--- config.mk ---
export PLATFORM = sky130hd
export DESIGN_NAME = display_scheduler
export DESIGN_NICKNAME = d
export VERILOG_FILES = /design/src/rtl/display_sched_pkg.sv /design/src/rtl/sched_arbiter.sv /design/src/rtl/display_scheduler.sv
export SDC_FILE = /design/constraint.sdc
export NUM_CORES = 1
export LEC_CHECK = 0
export CAP_MARGIN = 20
export CORE_ASPECT_RATIO = 0.8
export CORE_MARGIN = 10
export CORE_UTILIZATION = 55
export CTS_BUF_LIST = sky130_fd_sc_hd__clkbuf_4 sky130_fd_sc_hd__clkbuf_8
export CTS_CLUSTER_DIAMETER = 30
export DETAILED_ROUTE_END_ITERATION = 10
export GPL_TIMING_DRIVEN = 0
export PLACE_DENSITY = 0.86
export SYNTH_ARGS = -nofsm -noshare
export SYNTH_HDL_FRONTEND = slang
export SYNTH_SLANG_ARGS = --single-unit
--- constraint.sdc ---
create_clock -name clk -period 9.2 [get_ports clk]
set_input_delay 1.84 -clock clk [delete_from_list [all_inputs] [get_ports clk]]
set_output_delay 1.84 -clock clk [all_outputs]
set_load 0.01 [all_outputs]
--- src/rtl/display_sched_pkg.sv ---
// Shared types and helpers for the display scheduler: FSM state encoding,
// index-width helper and the round-robin pick function.
package display_sched_pkg;

  localparam int unsigned MaxSrc  = 8;
  localparam int unsigned MaxIdxW = 3;

  typedef enum logic [1:0] {
    StShowAuto,
    StBlank,
    StShowHold
  } sched_state_t;

  typedef struct packed {
    logic               valid;
    logic [MaxIdxW-1:0] idx;
  } pick_t;

  // Width of a source index; never narrower than one bit.
  function automatic int unsigned idx_w(input int unsigned n);
    return (n > 2) ? $clog2(n) : 1;
  endfunction

  // First asserted request found searching upward from last+1, wrapping at num_src.
  function automatic pick_t rr_pick(input logic [MaxSrc-1:0]  req,
                                    input logic [MaxIdxW-1:0] last,
                                    input int unsigned        num_src);
    pick_t       p;
    int unsigned cand;
    p = '0;
    for (int unsigned i = 1; i <= MaxSrc; i++) begin
      cand = (32'(last) + i) % num_src;
      if (i <= num_src && !p.valid && req[cand[MaxIdxW-1:0]]) begin
        p.valid = 1'b1;
        p.idx   = cand[MaxIdxW-1:0];
      end
    end
    return p;
  endfunction

endpackage

--- src/rtl/sched_arbiter.sv ---
// Picks which requesting source gets exclusive display ownership.
// Default build: round-robin starting after the last granted source.
// With DISPLAY_SCHED_PRIORITY_EN defined: lowest asserted index always wins.
module sched_arbiter
  import display_sched_pkg::*;
#(
  parameter int unsigned NUM_SRC = 3
) (
  input  logic                         clk,
  input  logic                         reset,
  input  logic [NUM_SRC-1:0]           req,
  input  logic                         update,
  input  logic [idx_w(NUM_SRC)-1:0]    grant_idx,
  output logic                         pick_valid,
  output logic [idx_w(NUM_SRC)-1:0]    pick_idx
);

  localparam int unsigned IdxW = idx_w(NUM_SRC);

  logic [MaxSrc-1:0] req_ext;
  pick_t             pick;

  // Zero-extend the request vector to the package's fixed width.
  always_comb begin
    req_ext                = '0;
    req_ext[NUM_SRC-1:0]   = req;
  end

`ifdef DISPLAY_SCHED_PRIORITY_EN
  logic unused_inputs;
  assign unused_inputs = ^{clk, reset, update, grant_idx};

  // Fixed priority: scan downward so the lowest asserted index is kept.
  always_comb begin
    pick = '0;
    for (int i = MaxSrc - 1; i >= 0; i--) begin
      if (req_ext[i]) begin
        pick.valid = 1'b1;
        pick.idx   = i[MaxIdxW-1:0];
      end
    end
  end
`else
  logic [IdxW-1:0] last_granted;

  // Remember the most recent grant; reset value makes source 0 win first.
  always_ff @(posedge clk) begin
    if (reset) begin
      last_granted <= IdxW'(NUM_SRC - 1);
    end else if (update) begin
      last_granted <= grant_idx;
    end
  end

  // Round-robin search starting just after the last grant.
  always_comb begin
    pick = rr_pick(req_ext, MaxIdxW'(last_granted), NUM_SRC);
  end
`endif

  assign pick_valid = pick.valid;
  assign pick_idx   = pick.idx[IdxW-1:0];

endmodule

--- src/rtl/display_scheduler.sv ---
// Time-multiplexes NUM_SRC digit sources onto one seven-segment driver.
// Sources rotate on a dwell timer or on next_btn, separated by a blank gap;
// a source may take exclusive ownership through src_req/src_gnt.
// Build option: DISPLAY_SCHED_PRIORITY_EN selects fixed-priority arbitration.
module display_scheduler
  import display_sched_pkg::*;
#(
  parameter int unsigned NUM_SRC      = 3,
  parameter int unsigned NUM_SEGMENTS = 4,
  parameter int unsigned DWELL_CYCLES = 100_000_000,
  parameter int unsigned BLANK_CYCLES = 1_000_000
) (
  input  logic                        clk,
  input  logic                        reset,
  input  logic [NUM_SEGMENTS*4-1:0]   src_encoded     [NUM_SRC],
  input  logic [NUM_SEGMENTS-1:0]     src_digit_point [NUM_SRC],
  input  logic [NUM_SRC-1:0]          src_req,
  output logic [NUM_SRC-1:0]          src_gnt,
  input  logic                        next_btn,
  input  logic                        auto_en,
  output logic [NUM_SEGMENTS*4-1:0]   out_encoded,
  output logic [NUM_SEGMENTS-1:0]     out_digit_point,
  output logic                        out_blank,
  output logic [idx_w(NUM_SRC)-1:0]   active_idx
);

  localparam int unsigned IdxW = idx_w(NUM_SRC);

  sched_state_t    state;
  logic [31:0]     timer;
  logic            hold_pending;
  logic [IdxW-1:0] idx_inc;
  logic            blank_done;
  logic            arb_update;
  logic            pick_valid;
  logic [IdxW-1:0] pick_idx;

  assign idx_inc    = (active_idx == IdxW'(NUM_SRC - 1)) ? '0 : active_idx + 1'b1;
  assign blank_done = (timer == BLANK_CYCLES - 1);
  // last_granted moves only when a grant is actually issued at blank exit.
  assign arb_update = (state == StBlank) && blank_done && hold_pending && src_req[active_idx];

  sched_arbiter #(
    .NUM_SRC (NUM_SRC)
  ) u_arbiter (
    .clk        (clk),
    .reset      (reset),
    .req        (src_req),
    .update     (arb_update),
    .grant_idx  (active_idx),
    .pick_valid (pick_valid),
    .pick_idx   (pick_idx)
  );

  // Scheduler FSM; display outputs default to the current source and are
  // overridden to blank whenever the next state is StBlank.
  always_ff @(posedge clk) begin
    if (reset) begin
      state           <= StShowAuto;
      active_idx      <= '0;
      timer           <= '0;
      hold_pending    <= 1'b0;
      src_gnt         <= '0;
      out_blank       <= 1'b0;
      out_encoded     <= '0;
      out_digit_point <= '0;
    end else begin
      out_encoded     <= src_encoded[active_idx];
      out_digit_point <= src_digit_point[active_idx];
      out_blank       <= 1'b0;
      unique case (state)
        StShowAuto: begin
          if (pick_valid || next_btn || (auto_en && timer == DWELL_CYCLES - 1)) begin
            active_idx      <= pick_valid ? pick_idx : idx_inc;
            hold_pending    <= pick_valid;
            state           <= StBlank;
            timer           <= '0;
            out_blank       <= 1'b1;
            out_encoded     <= '0;
            out_digit_point <= '0;
          end else if (auto_en) begin
            timer <= timer + 32'd1;
          end
        end
        StBlank: begin
          if (blank_done) begin
            timer        <= '0;
            hold_pending <= 1'b0;
            // A requester that let go during the gap never receives a grant.
            if (hold_pending && src_req[active_idx]) begin
              state   <= StShowHold;
              src_gnt <= NUM_SRC'(1) << active_idx;
            end else begin
              state <= StShowAuto;
            end
          end else begin
            timer           <= timer + 32'd1;
            out_blank       <= 1'b1;
            out_encoded     <= '0;
            out_digit_point <= '0;
          end
        end
        StShowHold: begin
          if (!src_req[active_idx]) begin
            src_gnt         <= '0;
            active_idx      <= pick_valid ? pick_idx : idx_inc;
            hold_pending    <= pick_valid;
            state           <= StBlank;
            timer           <= '0;
            out_blank       <= 1'b1;
            out_encoded     <= '0;
            out_digit_point <= '0;
          end
        end
        default: state <= StShowAuto;
      endcase
    end
  end

endmodule

==> reports/qor.txt, run 1 <==
GP Congestion - 0.886
Most used flip-flop cell after synthesis - dfxtp_1
Crit-path max FO - 10
Post-synth top area cell - dfxtp_1
Critical path cell sequence - clkdlybuf4s50_1 > mux2i_1 > o2bb2ai_1 > a21oi_1 > nand2_1 > o31ai_1 > clkbuf_1 > nor2_1
Hold EP - timer[1]
Initial antenna violation count - 0
Pre-CTS setup slack - 4.16 ns
WHS Path Cells - 2
1st-pass router iterations - 5
CTS max path bufs - 2
CTS clk-pin slew, worst paths - 0.07 ns
Die W - 111 um
CTS sink count - 63
Largest net degree at the start of global routing - 11
Final Util - 75.8%
Worst setup EP type - register
CTS tree - done
Syn_area_per_cell - 7.97 um^2
Tot GR Track Use - 20.5%
R2r worst-path depth - 10
Reg2reg end - timer[6]
Leakage - 1.74 nW
Post-synthesis sequential area ratio - 34.4%
Hpwl dp - 8870 um
Starting Density - 56.9%
Area growth from synthesis to layout - 33.2%
Non-filler cells, final - 651
Drt wl/cell - 17.3 um
First DRT Iteration DRCs - 252
Post-synth EDFFs - 0
Largest family of logic cells by synthesized area - simple AND/OR/NAND/NOR gates
Slew @ Worst Pin - 0.870 ns
Num rows - 26
Yosys reg bits - 63
Pwr Density - 159 nW/um^2
Largest stage delay, worst path - 0.64 ns
# port buffers - 92
Worst-case vdd ir drop - 0.0845 mV
Setup crit start kind - primary input
Max-slew headroom - 41.6%
Residual DRC - 0
Clock skew - 0.00942 ns
Reg-to-reg setup timing slack - 5.73 ns
Routed Antenna Nets - 0
Dominant cells by area after synthesis - dfxtp_1, nor2_1, mux2i_1
Min-delay src - timer[1]
Post-synthesis mux area share - 7.10%
Synth cell count leaders - nor2_1, dfxtp_1, nand2_1
Ant. Diodes - 0
CP arrival - 4.99 ns
CTS root buffer - clkbuf_8
Synth top area share - 34.4%
HP Class - register to register
Mapped cell area - 3670 um^2
PnR worst setup slack - 4.41 ns
Filler cell count - 485
Routed vias/inst - 5.90
Total Power - 0.000777 W
Fin nets - 644
Post-Synth Adder-Cell Area - 4.44%
Synth async-reset ratio - 0%
Wirelength, routed - 11300 um
Synthesized Nets - 540
Max cap viols - 0
Launch point of the worst reg-to-reg path - u_arbiter.last_granted[1]
Grt ovf - 0
Vias in the first global route - 3614
Share of post-route cells with drive strength above 1 - 4.94%
XOR/XNOR Fraction of Synth Area - 4.06%
Die area - 10400 um^2
Slowest stage cell, crit path - a21oi_1
Slew Limit Fails - 0
CTS H-tree lvls - 3
Cell family with most CP delay - compound AO/OA/AOI/OAI gates
RSZ-0062 raised after global routing - false
CP Data Required Time - 9.40 ns
Final hold viol count - 0
Placeable core region - 6440 um^2
Post-Syn Instances - 460
Post-CTS Setup Repair Bufs - 0
Min Tclk post-route - 4.79 ns
Worst-Skew Late Latency - 0.34 ns
Top-count cell post-synth - nor2_1
Synth warnings - 0
Setup Viol. Count Final - 0
Simple-Gate Fraction of Synth Area - 28.3%
Final period utilization - 52.1%
First-pass GRT wire length - 17900 um
Via count - 3840
Run status - complete, no violations
Post-CTS sizing - 0
Io pins - 93
Inst Count DP - 637
Die Y - 93.0 um
Crit path buf inv count - 2
Unique masters post-synth - 58
CTS buffer count - 9
Setup TNS - 0 ns
Synth Area in Compound Gates - 17.1%
Highest clock rate - 209 MHz
WS Path Type - primary input to register
Hold Buf Count CTS - 0
==> layer usage <==
| layer | GRT usage (%) | up-vias | part of all wire, % |
|---|---|---|---|
| met5 | 0 | - | 0 |
| met3 | 5.30 | 19 | 7.6 |
| li1 | - | 1873 | - |
| met2 | 34.1 | 149 | 49 |
| met1 | 25.9 | 1799 | 42 |
| met4 | 5.77 | 0 | 1.3 |
==> report_power, final <==
group	total [W]	internal (W)	switching, W
combinational	0.000253	0.000109	0.000144
sequential	0.000293	0.000286	0.00000788
clock	0.000231	0.000128	0.000102
total	0.000777	0.000523	0.000254
==> per-stage QoR <==
stage	area, um^2	hold slack [ns]
after global placement	4690	0.452
after CTS	4880	0.476
final	4880	0.472
after detailed placement	4700	0.466
after global routing	4880	0.500
after floorplan	3670	0.444
==> cell usage in the layout (no fill, tap or decap), types with 4 or more instances in the layout <==
| master | count |
|---|---|
| clkdlybuf4s50_1 | 92 |
| nor2_1 | 76 |
| dfxtp_1 | 63 |
| nand2_1 | 31 |
| a21oi_1 | 29 |
| mux2i_1 | 26 |
| nand3_1 | 21 |
| clkbuf_1 | 20 |
| nand4_1 | 16 |
| o211ai_1 | 15 |
| inv_1 | 14 |
| nor3_1 | 13 |
| xor2_1 | 13 |
| ha_1 | 13 |
| clkbuf_8 | 10 |
| o21ai_0 | 7 |
| nor4_1 | 7 |
| and3_1 | 7 |
| a31oi_1 | 7 |
| buf_1 | 5 |
| and2_1 | 5 |
| and4_1 | 5 |
| nor2b_1 | 4 |
| o31ai_1 | 4 |
| xnor2_1 | 4 |
| or2_2 | 4 |
==> state kept, by name, indices dropped and copies added (netlist names) <==
register / flops
src_gnt: 3
state: 2
timer: 32
u_arbiter.last_granted: 2
out_encoded: 16
out_blank: 1
hold_pending: 1
out_digit_point: 4
active_idx: 2
==> worst max-delay path by stage <==
stage                           from         to  slack [ns]  depth (start not counted)
after detailed placement  src_req[1]  timer[19]        4.16                          8
final                     src_req[1]   timer[6]        4.41                          8
after global placement    src_req[1]  timer[19]        4.24                          8
after global routing      src_req[1]   timer[6]        4.09                          8
after floorplan           src_req[2]  timer[23]        5.31                          8
after CTS                 src_req[1]   timer[6]        4.49                          8
==> tightest hold or removal path: cells and delay by family, from the launching register on <==
kind               cells  cell delay [ns]
AOI/OAI and AO/OA      1             0.05
DFF                    1             0.32
and+or+nand+nor        1             0.06
==> layout make-up <==
| type | instances | area (um^2) | share of cell area [%] |
|---|---|---|---|
| multi-input cells | 355 | 2240 | 45.8 |
| flip-flops and latches | 63 | 1260 | 25.8 |
| repair buffers | 93 | 926 | 19.0 |
| clock buffers | 10 | 138 | 2.82 |
| plain buffers | 28 | 115 | 2.36 |
| well taps | 84 | 105 | 2.15 |
| inverters | 14 | 52.6 | 1.08 |
| clock inverters | 4 | 47.5 | 0.974 |
==> kinds of logic (layout without fill, tap and decap cells) <==
group,after synthesis,after routing
AO/OA/AOI/OAI,91,91
flip-flops,63,63
AND/OR/NAND/NOR,208,208
buffers and inverters,42,149
XOR/XNOR,17,17
adder cells (fa/ha/maj),13,13
multiplexers,26,26
Power figures use the tool's default switching activity.
==> run 2, diff against run 1 <==
--- a/config.mk
+++ b/config.mk
@@ -8,12 +8,12 @@
 export CAP_MARGIN = 20
 export CORE_ASPECT_RATIO = 0.8
 export CORE_MARGIN = 10
-export CORE_UTILIZATION = 55
+export CORE_UTILIZATION = 46
 export CTS_BUF_LIST = sky130_fd_sc_hd__clkbuf_4 sky130_fd_sc_hd__clkbuf_8
 export CTS_CLUSTER_DIAMETER = 30
 export DETAILED_ROUTE_END_ITERATION = 10
 export GPL_TIMING_DRIVEN = 0
-export PLACE_DENSITY = 0.86
+export PLACE_DENSITY = 0.77
 export SYNTH_ARGS = -nofsm -noshare
 export SYNTH_HDL_FRONTEND = slang
 export SYNTH_SLANG_ARGS = --single-unit
==> constraint.sdc (replaced) <==
create_clock -name clk -period 4.1 [get_ports clk]
set_input_delay 0.82 -clock clk [delete_from_list [all_inputs] [get_ports clk]]
set_output_delay 0.82 -clock clk [all_outputs]
set_load 0.01 [all_outputs]
==> run 2 against run 1 <==
- non-clock buffer count is the same
- clock-buffer cell count up 4
- sequential power rose by 120%
- worst setup slack got worse by 4.0 ns
- final cell count rose by 4.0%
- cell area up 0.90%
- clock power is 120% higher
- highest routed layer unchanged
==> reports/qor.txt, run 2 (synthesized netlist as in run 1, its figures left out) <==
Tot GR Track Use - 18.5% (-2.0 points)
Placeable core region - 7840 um^2 (+22%)
CTS clk-pin slew, worst paths - 0.06 ns (about the same)
Commonest non-fill, non-tap cell in the layout - clkdlybuf4s50_1
GP Congestion - 0.902 (+1.9%)
Reg-to-reg setup timing slack - 0.67 ns (-5.06 ns)
CP arrival - 3.90 ns (-1.09 ns)
Largest register by flop count - timer
CTS buffer count - 9 (unchanged)
Commonest non-fill, non-tap cells in the layout - clkdlybuf4s50_1, nor2_1, dfxtp_1, nand2_1, a21oi_1
Residual DRC - 0 (unchanged)
Post-CTS sizing - 0 (unchanged)
Setup TNS - 0 ns (unchanged)
Worst setup EP type - register
Via count - 3800 (-1.0%)
Largest regs - timer x32, out_encoded x16, out_digit_point x4
RSZ-0062 raised after global routing - false
Worst-Skew Late Latency - 0.33 ns (about the same)
Max reg flops - 32 (unchanged)
Leakage - 1.75 nW (+0.47%)
Max-slew headroom - 35.8% (-5.7 points)
Slew Limit Fails - 0 (unchanged)
First-pass GRT wire length - 18400 um (+2.8%)
Slew @ Worst Pin - 0.955 ns (+0.0854 ns)
CP Data Required Time - 4.33 ns (-5.07 ns)
Hold Buf Count CTS - 0 (unchanged)
Max cap viols - 0 (unchanged)
Vias in the first global route - 3569 (-1.2%)
Share of post-route cells with drive strength above 1 - 5.27% (+0.33 points)
Worst-case vdd ir drop - 0.198 mV (+130%)
Inst Count DP - 661 (+3.8%)
CTS max path bufs - 2 (unchanged)
Initial antenna violation count - 0 (unchanged)
Crit-path max FO - 10 (unchanged)
CTS H-tree lvls - 3 (unchanged)
Final period utilization - 89.5%
Num rows - 29 (+12%)
Die area - 12000 um^2 (+16%)
Drt wl/cell - 16.8 um (-3.1%)
Min Tclk post-route - 3.67 ns
Hold WS - 0.471 ns (-0.00105 ns)
Run status - complete, no violations
HP Class - register to register
Largest net degree at the start of global routing - 11 (unchanged)
Area growth from synthesis to layout - 34.4%
Io pins - 93 (unchanged)
Setup crit start kind - primary input
Post-CTS Setup Repair Bufs - 0 (unchanged)
Wirelength, routed - 11400 um (+0.78%)
Routed vias/inst - 5.61 (-4.8%)
Non-filler cells, final - 677 (+4.0%)
Pwr Density - 353 nW/um^2 (+120%)
CTS root buffer - clkbuf_8
CTS tree - done
Die W - 120 um (+7.7%)
Starting Density - 46.8% (-10 points)
Routed Antenna Nets - 0 (unchanged)
Die Y - 99.9 um (+7.3%)
Clock skew - 0.00585 ns (-0.00357 ns)
First DRT Iteration DRCs - 359 (+42%)
Hpwl dp - 8860 um (-0.13%)
Final hold viol count - 0 (unchanged)
1st-pass router iterations - 6 (+1)
# port buffers - 92 (unchanged)
WS Path Type - primary input to register
Setup Viol. Count Final - 0 (unchanged)
Fin nets - 644 (unchanged)
CTS sink count - 63 (unchanged)
Highest clock rate - 272 MHz
Ant. Diodes - 0 (unchanged)
Grt ovf - 0 (unchanged)
## run 2: routing by layer
metal,share of wire (%),global-route usage (%),vias up
li1,-,-,1868
met3,5.4,4.04,11
met2,51,31.5,107
met4,0.93,4.44,0
met5,0,0,-
met1,43,23.4,1814
## run 2: worst paths after layout
| kind | start | cells after the start | endpoint |
|---|---|---|---|
| worst max register to register | u_arbiter.last_granted[0] | 10 | timer[21] |
| worst min register to register | timer[1] | 2 | timer[1] |
| worst max-delay path | src_req[1] | 8 | timer[21] |
| worst min-delay path | timer[1] | 2 | timer[1] |
## run 2: power by group
| part | internal, W | total (W) | switching [W] | leakage [nW] |
|---|---|---|---|---|
| sequential | 0.000641 | 0.000659 | 0.0000184 | 0.509 |
| clock | 0.000291 | 0.000517 | 0.000226 | 0.102 |
| combinational | 0.000244 | 0.000565 | 0.000321 | 1.14 |
## run 2: cell type report
class	instances	area, um^2
clock buffers	14	186
multi-input cells	355	2240
repair buffers	93	926
clock inverters	2	12.5
fillers	715	2910
plain buffers	28	115
inverters	14	52.6
flip-flops and latches	63	1260
well taps	108	135
## run 2: critical path, cell delays in order
cell	delay [ns]
clkdlybuf4s50_1	0.47
mux2i_1	0.33
o2bb2ai_1	0.20
a21oi_1	0.62
nand2_1	0.38
o31ai_1	0.45
clkbuf_1	0.41
o21ba_2	0.22
## run 2: per-stage QoR
stage | worst slack (ns) | instance area (um^2) | total power (W) | util, %
after floorplan | 1.19 | 3670 | 0.00103 | -
after global placement | 0.181 | 4720 | 0.00122 | 60.3
after detailed placement | 0.115 | 4730 | 0.00123 | 60.3
after CTS | 0.459 | 4930 | 0.00175 | 62.9
after global routing | 0.226 | 4930 | 0.00184 | 62.9
final | 0.429 | 4930 | 0.00174 | 62.9
